--- src/rtl/fb_writer_if.sv ---
// Pixel-stream, reader-sync and frame-buffer write port bundle for fb_writer.
// The slave modport is the writer's view; the master modport is the upstream/harness view.
interface fb_writer_if;
    logic [4:0]  red;
    logic [4:0]  green;
    logic [4:0]  blue;
    logic [18:0] index;
    logic        valid;
    logic        rd_vsync;
    logic        bram_we;
    logic [19:0] bram_addr;
    logic [14:0] bram_din;
    logic        rd_bank;
    logic        frame_done;
    logic [7:0]  drop_cnt;
    logic        err_index;

    modport slave (
        input  red, green, blue, index, valid, rd_vsync,
        output bram_we, bram_addr, bram_din, rd_bank, frame_done, drop_cnt, err_index
    );

    modport master (
        output red, green, blue, index, valid, rd_vsync,
        input  bram_we, bram_addr, bram_din, rd_bank, frame_done, drop_cnt, err_index
    );
endinterface

--- src/rtl/fb_writer.sv ---
// Frame-buffer writer: takes indexed RGB555 pixels and writes them into one of two BRAM banks.
// Define FB_DOUBLE_BUFFER_EN for ping-pong banks swapped on rd_vsync; otherwise a single bank.
module fb_writer #(
    parameter int FRAME_PIXELS = 307200
) (
    input  logic        clk,
    input  logic        RESET,
    fb_writer_if.slave  fb
);

`ifdef FB_DOUBLE_BUFFER_EN
    localparam bit DOUBLE_BUF = 1'b1;
`else
    localparam bit DOUBLE_BUF = 1'b0;
`endif

    localparam logic [19:0] NPIX     = 20'(FRAME_PIXELS);
    localparam logic [18:0] LAST_IDX = 19'(FRAME_PIXELS - 1);

    typedef enum logic [1:0] {
        IDLE      = 2'd0,
        WRITE     = 2'd1,
        WAIT_SWAP = 2'd2
    } state_t;

    state_t      state_q;
    logic        wr_bank_q;
    logic        rd_bank_q;
    logic [18:0] exp_idx_q;
    logic        bram_we_q;
    logic [19:0] bram_addr_q;
    logic [14:0] bram_din_q;
    logic        frame_done_q;
    logic [7:0]  drop_cnt_q;
    logic        err_index_q;

    logic in_range;
    logic accept;
    logic last_pix;

    // A pixel is written only when it opens a frame from IDLE or arrives while a frame is in flight.
    always_comb begin
        in_range = ({1'b0, fb.index} < NPIX);
        accept   = fb.valid && in_range &&
                   (((state_q == IDLE) && (fb.index == 19'd0)) || (state_q == WRITE));
        last_pix = (fb.index == LAST_IDX);
    end

    always_ff @(posedge clk) begin
        if (RESET) begin
            state_q      <= IDLE;
            wr_bank_q    <= 1'b0;
            rd_bank_q    <= DOUBLE_BUF;
            exp_idx_q    <= '0;
            bram_we_q    <= 1'b0;
            bram_addr_q  <= '0;
            bram_din_q   <= '0;
            frame_done_q <= 1'b0;
            drop_cnt_q   <= '0;
            err_index_q  <= 1'b0;
        end else begin
            bram_we_q    <= 1'b0;
            frame_done_q <= 1'b0;

            // Out-of-range indices are flagged whatever the state and are never written.
            if (fb.valid && !in_range) begin
                err_index_q <= 1'b1;
            end
            if (fb.valid && in_range && (state_q == WRITE) && (fb.index != exp_idx_q)) begin
                err_index_q <= 1'b1;
            end

            if (accept) begin
                bram_we_q   <= 1'b1;
                bram_addr_q <= {wr_bank_q, fb.index};
                bram_din_q  <= {fb.red, fb.green, fb.blue};
                if (last_pix) begin
                    frame_done_q <= 1'b1;
                    exp_idx_q    <= '0;
                    state_q      <= DOUBLE_BUF ? WAIT_SWAP : IDLE;
                end else begin
                    exp_idx_q <= fb.index + 19'd1;
                    state_q   <= WRITE;
                end
            end

            if (state_q == WAIT_SWAP) begin
                if (fb.valid && (fb.index == 19'd0) && (drop_cnt_q != 8'hFF)) begin
                    drop_cnt_q <= drop_cnt_q + 8'd1;
                end
                // The reader has finished with the old bank, so hand it the freshly written one.
                if (fb.rd_vsync) begin
                    state_q <= IDLE;
                    if (DOUBLE_BUF) begin
                        rd_bank_q <= wr_bank_q;
                        wr_bank_q <= ~wr_bank_q;
                    end
                end
            end
        end
    end

    assign fb.bram_we    = bram_we_q;
    assign fb.bram_addr  = bram_addr_q;
    assign fb.bram_din   = bram_din_q;
    assign fb.rd_bank    = rd_bank_q;
    assign fb.frame_done = frame_done_q;
    assign fb.drop_cnt   = drop_cnt_q;
    assign fb.err_index  = err_index_q;

endmodule
--- src/flat_wrapper.sv ---
// flat-port wrapper written by rule: the top's interface ports become plain ports
module fb_writer_flat 
#(
    parameter int FRAME_PIXELS = 307200
)
  (clk, RESET, fb_red, fb_green, fb_blue, fb_index, fb_valid, fb_rd_vsync, fb_bram_we, fb_bram_addr, fb_bram_din, fb_rd_bank, fb_frame_done, fb_drop_cnt, fb_err_index);
  fb_writer_if fb_i ();
  input  logic clk;
  input  logic RESET;
  input wire logic [$bits(fb_i.red)-1:0] fb_red;
  input wire logic [$bits(fb_i.green)-1:0] fb_green;
  input wire logic [$bits(fb_i.blue)-1:0] fb_blue;
  input wire logic [$bits(fb_i.index)-1:0] fb_index;
  input wire logic [$bits(fb_i.valid)-1:0] fb_valid;
  input wire logic [$bits(fb_i.rd_vsync)-1:0] fb_rd_vsync;
  output wire logic [$bits(fb_i.bram_we)-1:0] fb_bram_we;
  output wire logic [$bits(fb_i.bram_addr)-1:0] fb_bram_addr;
  output wire logic [$bits(fb_i.bram_din)-1:0] fb_bram_din;
  output wire logic [$bits(fb_i.rd_bank)-1:0] fb_rd_bank;
  output wire logic [$bits(fb_i.frame_done)-1:0] fb_frame_done;
  output wire logic [$bits(fb_i.drop_cnt)-1:0] fb_drop_cnt;
  output wire logic [$bits(fb_i.err_index)-1:0] fb_err_index;
  assign fb_i.red = fb_red;
  assign fb_i.green = fb_green;
  assign fb_i.blue = fb_blue;
  assign fb_i.index = fb_index;
  assign fb_i.valid = fb_valid;
  assign fb_i.rd_vsync = fb_rd_vsync;
  assign fb_bram_we = fb_i.bram_we;
  assign fb_bram_addr = fb_i.bram_addr;
  assign fb_bram_din = fb_i.bram_din;
  assign fb_rd_bank = fb_i.rd_bank;
  assign fb_frame_done = fb_i.frame_done;
  assign fb_drop_cnt = fb_i.drop_cnt;
  assign fb_err_index = fb_i.err_index;
  fb_writer #(.FRAME_PIXELS(FRAME_PIXELS)) u_core (.clk(clk), .RESET(RESET), .fb(fb_i));
endmodule
--- config.mk ---
export PLATFORM = sky130hd
export DESIGN_NAME = fb_writer_flat
export DESIGN_NICKNAME = d
export VERILOG_FILES = /design/src/rtl/fb_writer_if.sv /design/src/rtl/fb_writer.sv /design/src/flat_wrapper.sv
export SDC_FILE = /design/constraint.sdc
export NUM_CORES = 1
export LEC_CHECK = 0
export CORE_MARGIN = 4
export CORE_UTILIZATION = 50
export CTS_CLUSTER_DIAMETER = 50
export DETAILED_ROUTE_END_ITERATION = 6
export GPL_TIMING_DRIVEN = 0
export HOLD_SLACK_MARGIN = 0.02
export PLACE_DENSITY = 0.82
export SETUP_SLACK_MARGIN = 0.4
export SYNTH_ARGS = -nofsm -noshare
export SYNTH_HDL_FRONTEND = slang
export SYNTH_SLANG_ARGS = --single-unit
--- constraint.sdc ---
create_clock -name clk -period 5.4 [get_ports clk]
set_clock_uncertainty 0.05 [all_clocks]
set_input_delay 0.54 -clock clk [delete_from_list [all_inputs] [get_ports clk]]
set_output_delay 0.54 -clock clk [all_outputs]
set_load 0.02 [all_outputs]
# After elaboration in Yosys (flattened, before gate mapping)
# Index checks and enable logic that the tools add are counted.
# op_classes
n_addsub	2
magnitude_cmp	1
n_eq_ne	5
muxes	9
n_bitwise	1
n_reduce_logical	15
# op_table
cell	n
19-bit by 1-bit adder with 19-bit output (second input constant)	1
19-bit == test (second input constant)	1
19-bit zero test	1
19-bit less-than comparator (second input constant)	1
19-bit 2-to-1 mux	1
19-bit != test	1
8-bit by 1-bit adder with 8-bit output (second input constant)	1
1-bit logical AND	8
8-bit != test (second input constant)	1
2-bit 2-to-1 mux	3
1-bit 2-to-1 mux	5
2-bit by 1-bit == test with 1-bit output (second input constant)	1
2-bit == test (second input constant)	1
2-bit zero test	1
2-bit AND reduction	1
2-bit nonzero test	1
2-bit OR reduction	1
1-bit zero test	1
1-bit logical OR	1
1-bit inverter	1
# totals
regBits	66
input_bits	38
out_inout_bits	47
word_cells	41

# Logic depth before layout (Yosys ltp)
# depth
depth_word	7
mapped_depth	8
ltp_nobuf	7

# Worst setup path after synthesis
# No wires, ideal clock.
# synth_path
path_kind	input to register
start	in fb_index[8]
end	reg u_core.bram_addr_q[13] (netlist: u_core.fb.bram_addr[13])
setup_ps	135
arrival_time_ps	1797
required_time_ps	5215
setup_slack_ps	3417
stages	7
path_buffers	2
cell_sequence	buf_2 > nor4b_4 > nand3_2 > o21ba_2 > clkbuf_1 > o21ai_0 > a21oi_1
# synth_between
elab_chain_cells	4
elab_cells_between_ends	6
classes_between	order compare (1); reduce/logical (5)
# synth_lines
element	line	rtl
from (decl)	flat_wrapper.sv:13	input wire logic [$bits(fb_i.index)-1:0] fb_index;
parallel branches: the longest is 3 deep, another holds 19-bit less-than comparator	n/a	
1-bit logical AND (*)	fb_writer.sv:44	accept = fb.valid && in_range &&
to (signal assigned)	fb_writer.sv:75	bram_addr_q <= {wr_bank_q, fb.index};
to (decl)	fb_writer.sv:31	logic [19:0] bram_addr_q;
# Every way passes the cells marked *.
# A chain may end at the register's enable or synchronous reset.

# Worst setup path in the final report
# layout_path
start	in fb_index[0]
end	reg u_core.bram_din_q[5] (netlist: u_core.fb.bram_din[5])
# layout_between
elab_chain_cells	4
elab_cells_between_ends	6
classes_between	order compare (1); reduce/logical (5)
# layout_lines
element	line	rtl
parallel branches: the longest is 3 deep, another holds 19-bit less-than comparator	n/a	
1-bit logical AND (*)	fb_writer.sv:44	
to (signal assigned)	fb_writer.sv:76	bram_din_q <= {fb.red, fb.green, fb.blue};
to (decl)	fb_writer.sv:32	logic [14:0] bram_din_q;
# Marked as above.

==> run metrics <==
Comb power frac=10.3%; fin crit share=49.02%; DRC viols=0; Int Power=757.5 uW; TritonCTS Buffers=9; dominant synthesized flop cell=dfxtp_1; slew margin rel.=60.00%; Seq/Total Area, Yosys=38.68%; GR Util All Layers=24.39%; first-pass GRT wire length=16.21 mm; critical path arrival=2820 ps; initial antenna violation count=0; Setup TNS Final=0 ps; Cells after Synth=403; crit start category=input pin; syn_area_per_cell=8.476 um2; Post-CTS Setup Inserts=0; most common cell after layout, fill and taps aside=clkdlybuf4s50_1; Final Hold Vio Count=0; Slew Limit Fails=0; min Tclk post-route=2647 ps; Sw Pwr=252.1 uW; RSZ-0062 raised after global routing=no; worst-margin pin slew=595.5 ps; ant diodes=0; status=complete, no violations; Post-Route WL=9.933 mm; CP max FO=10; 1st-iter DRT viols=243; distinct cell type count after synthesis=50; root buffer cell=clkbuf_8; Vias/cell=5.982; grt ovf=0; Seq pwr share=48.3%; Critical Path RT=5570 ps; Sw Share=24.97%; RR Startpoint=u_core.fb.drop_cnt[0]; kind of end point of the critical path=flip-flop; Leak Pwr=0.001512 uW; ratio of cells with drive above 1 in the final layout=12.30%; Routability Congestion=0.8734; pin count of the biggest net entering global routing=11; die area=0.008218 mm2; Core Region=0.006495 mm2; crit path from=fb_index[0]; hold crit path type=reg -> reg; CP Class=in -> reg; endpoints failing setup=0; clk_lat worst skew=350 ps; CTS H-tree depth=3; via count=3380; Clock transition at path regs=70 ps; Routed wire per std cell=17.58 um; first-pass detailed-route iteration total=6; most frequent cells in the layout=70 x clkdlybuf4s50_1, 66 x dfxtp_1, 54 x a21oi_1; I/O pins=85; Setup WS post-layout=2753 ps; hpwl dp=7.061 mm; fraction of registers with async set or reset after synthesis=0%; Warnings, synthesis=0; Initial Util=52.59%; vias in the first global route=3288; beginning of the worst hold path=u_core.exp_idx_q[11]; Resized cells post-CTS=0; worst slack, placed=2405 ps; CTS Sinks=66; reg-to-reg setup timing slack=3360 ps; chip width=90.66 um; Buffers on Ports=70; PD cells=229.0 mW/mm2; placed cell area=0.004217 mm2; Final Cell Area=0.004408 mm2; Max clock buf depth=2; # hold bufs at CTS=0; Max Cap Violations=0; row count=29; synthesis-to-finish area growth=29.05%; Die Y-Extent=90.66 um; Final ANT Viol Nets=0; Syn Std Cell Area=0.003416 mm2; CTS tree=built; Post-synth EDFFs=0; Seq cells post-synth=66; share of total power in the clock network=41.4%; NumNets Final=526; Max VDD drop=0.0001523 V; fmax=377.8 MHz
==> critical path: stages <==
cell and delay, ps:
clkdlybuf4s50_1 560, inv_1 160, ha_1 200, nor4b_4 240, nand3_2 200, o21ba_2 330
clkbuf_1 230, o21ai_0 250, a21oi_1 110
==> path summary, 6_finish.rpt <==
kind                                         endpoint  depth (start not counted)
worst min register to register   u_core.exp_idx_q[11]                          2
worst min-delay path             u_core.exp_idx_q[11]                          2
worst max-delay path            u_core.fb.bram_din[5]                          9
worst max register to register  u_core.fb.drop_cnt[7]                          6
==> cell type report <==
class	count	area, um2
clock inverters	3	40.04
flip-flops and latches	66	1321
repair buffers	70	700.7
plain buffers	41	207.7
clock buffers	11	151.4
well taps	77	96.34
inverters	8	30.03
fillers	536	2087
multi-input cells	289	1861
==> through the flow <==
step                      util, %  hold slack (ps)  total power (uW)  cells
after global routing        67.87            431.8              1045    565
after global placement      64.92            400.8             598.4    551
after detailed placement    64.92            407.1             600.1    551
after CTS                   67.87            415.4              1006    565
after floorplan                 -            389.9             557.0    404
final                       67.87            423.2              1010    565
==> registers in the layout, summed over array words and instances (netlist names) <==
register / count
u_core.fb.drop_cnt: 8
u_core.fb.bram_addr: 19
u_core.fb.err_index: 1
u_core.fb.frame_done: 1
u_core.fb.bram_we: 1
u_core.state_q: 2
u_core.exp_idx_q: 19
u_core.fb.bram_din: 15
==> cell families (layout without fill, tap and decap cells) <==
kind of cell / after synthesis / after routing / share of synthesized area (%)
buf+inv: 49 / 133 / 6.960
other cells: 1 / 2 / 0.1098
mux: 2 / 2 / 0.5861
simple gates: 120 / 120 / 21.65
flops: 66 / 66 / 38.68
compound gates: 123 / 123 / 20.92
xor+xnor: 39 / 39 / 10.00
fa+ha+maj: 3 / 3 / 1.099
==> metal layers <==
layer	vias to the layer above	wire (um)	track usage, %
li1	1608	-	-
met1	1616	4297	31.50
met2	136	4728	37.86
met3	20	668	6.000
met4	0	239	11.99
met5	-	0	0
==> power groups by stage <==
stage	logic (uW)	registers, uW	clock network, uW
after CTS	102	487	417
after global placement	99.9	499	0
after global routing	112	487	446
final	104	487	418
after detailed placement	102	499	0
after floorplan	58.0	499	0
==> cell usage after synthesis (all sizes together) (7+ instances only) <==
| cell type | instances | area (um2) |
|---|---|---|
| nand2 | 14 | 60.06 |
| nor4 | 15 | 166.4 |
| a21oi | 54 | 270.3 |
| xnor2 | 12 | 105.1 |
| buf | 24 | 142.6 |
| inv | 7 | 26.28 |
| o21ai | 44 | 220.2 |
| nand3 | 44 | 225.2 |
| nand4 | 16 | 112.6 |
| xor2 | 27 | 236.5 |
| nor2 | 16 | 62.56 |
| clkbuf | 17 | 65.06 |
| a211oi | 10 | 85.08 |
| dfxtp | 66 | 1321 |
(Power assumes the default switching activity.)
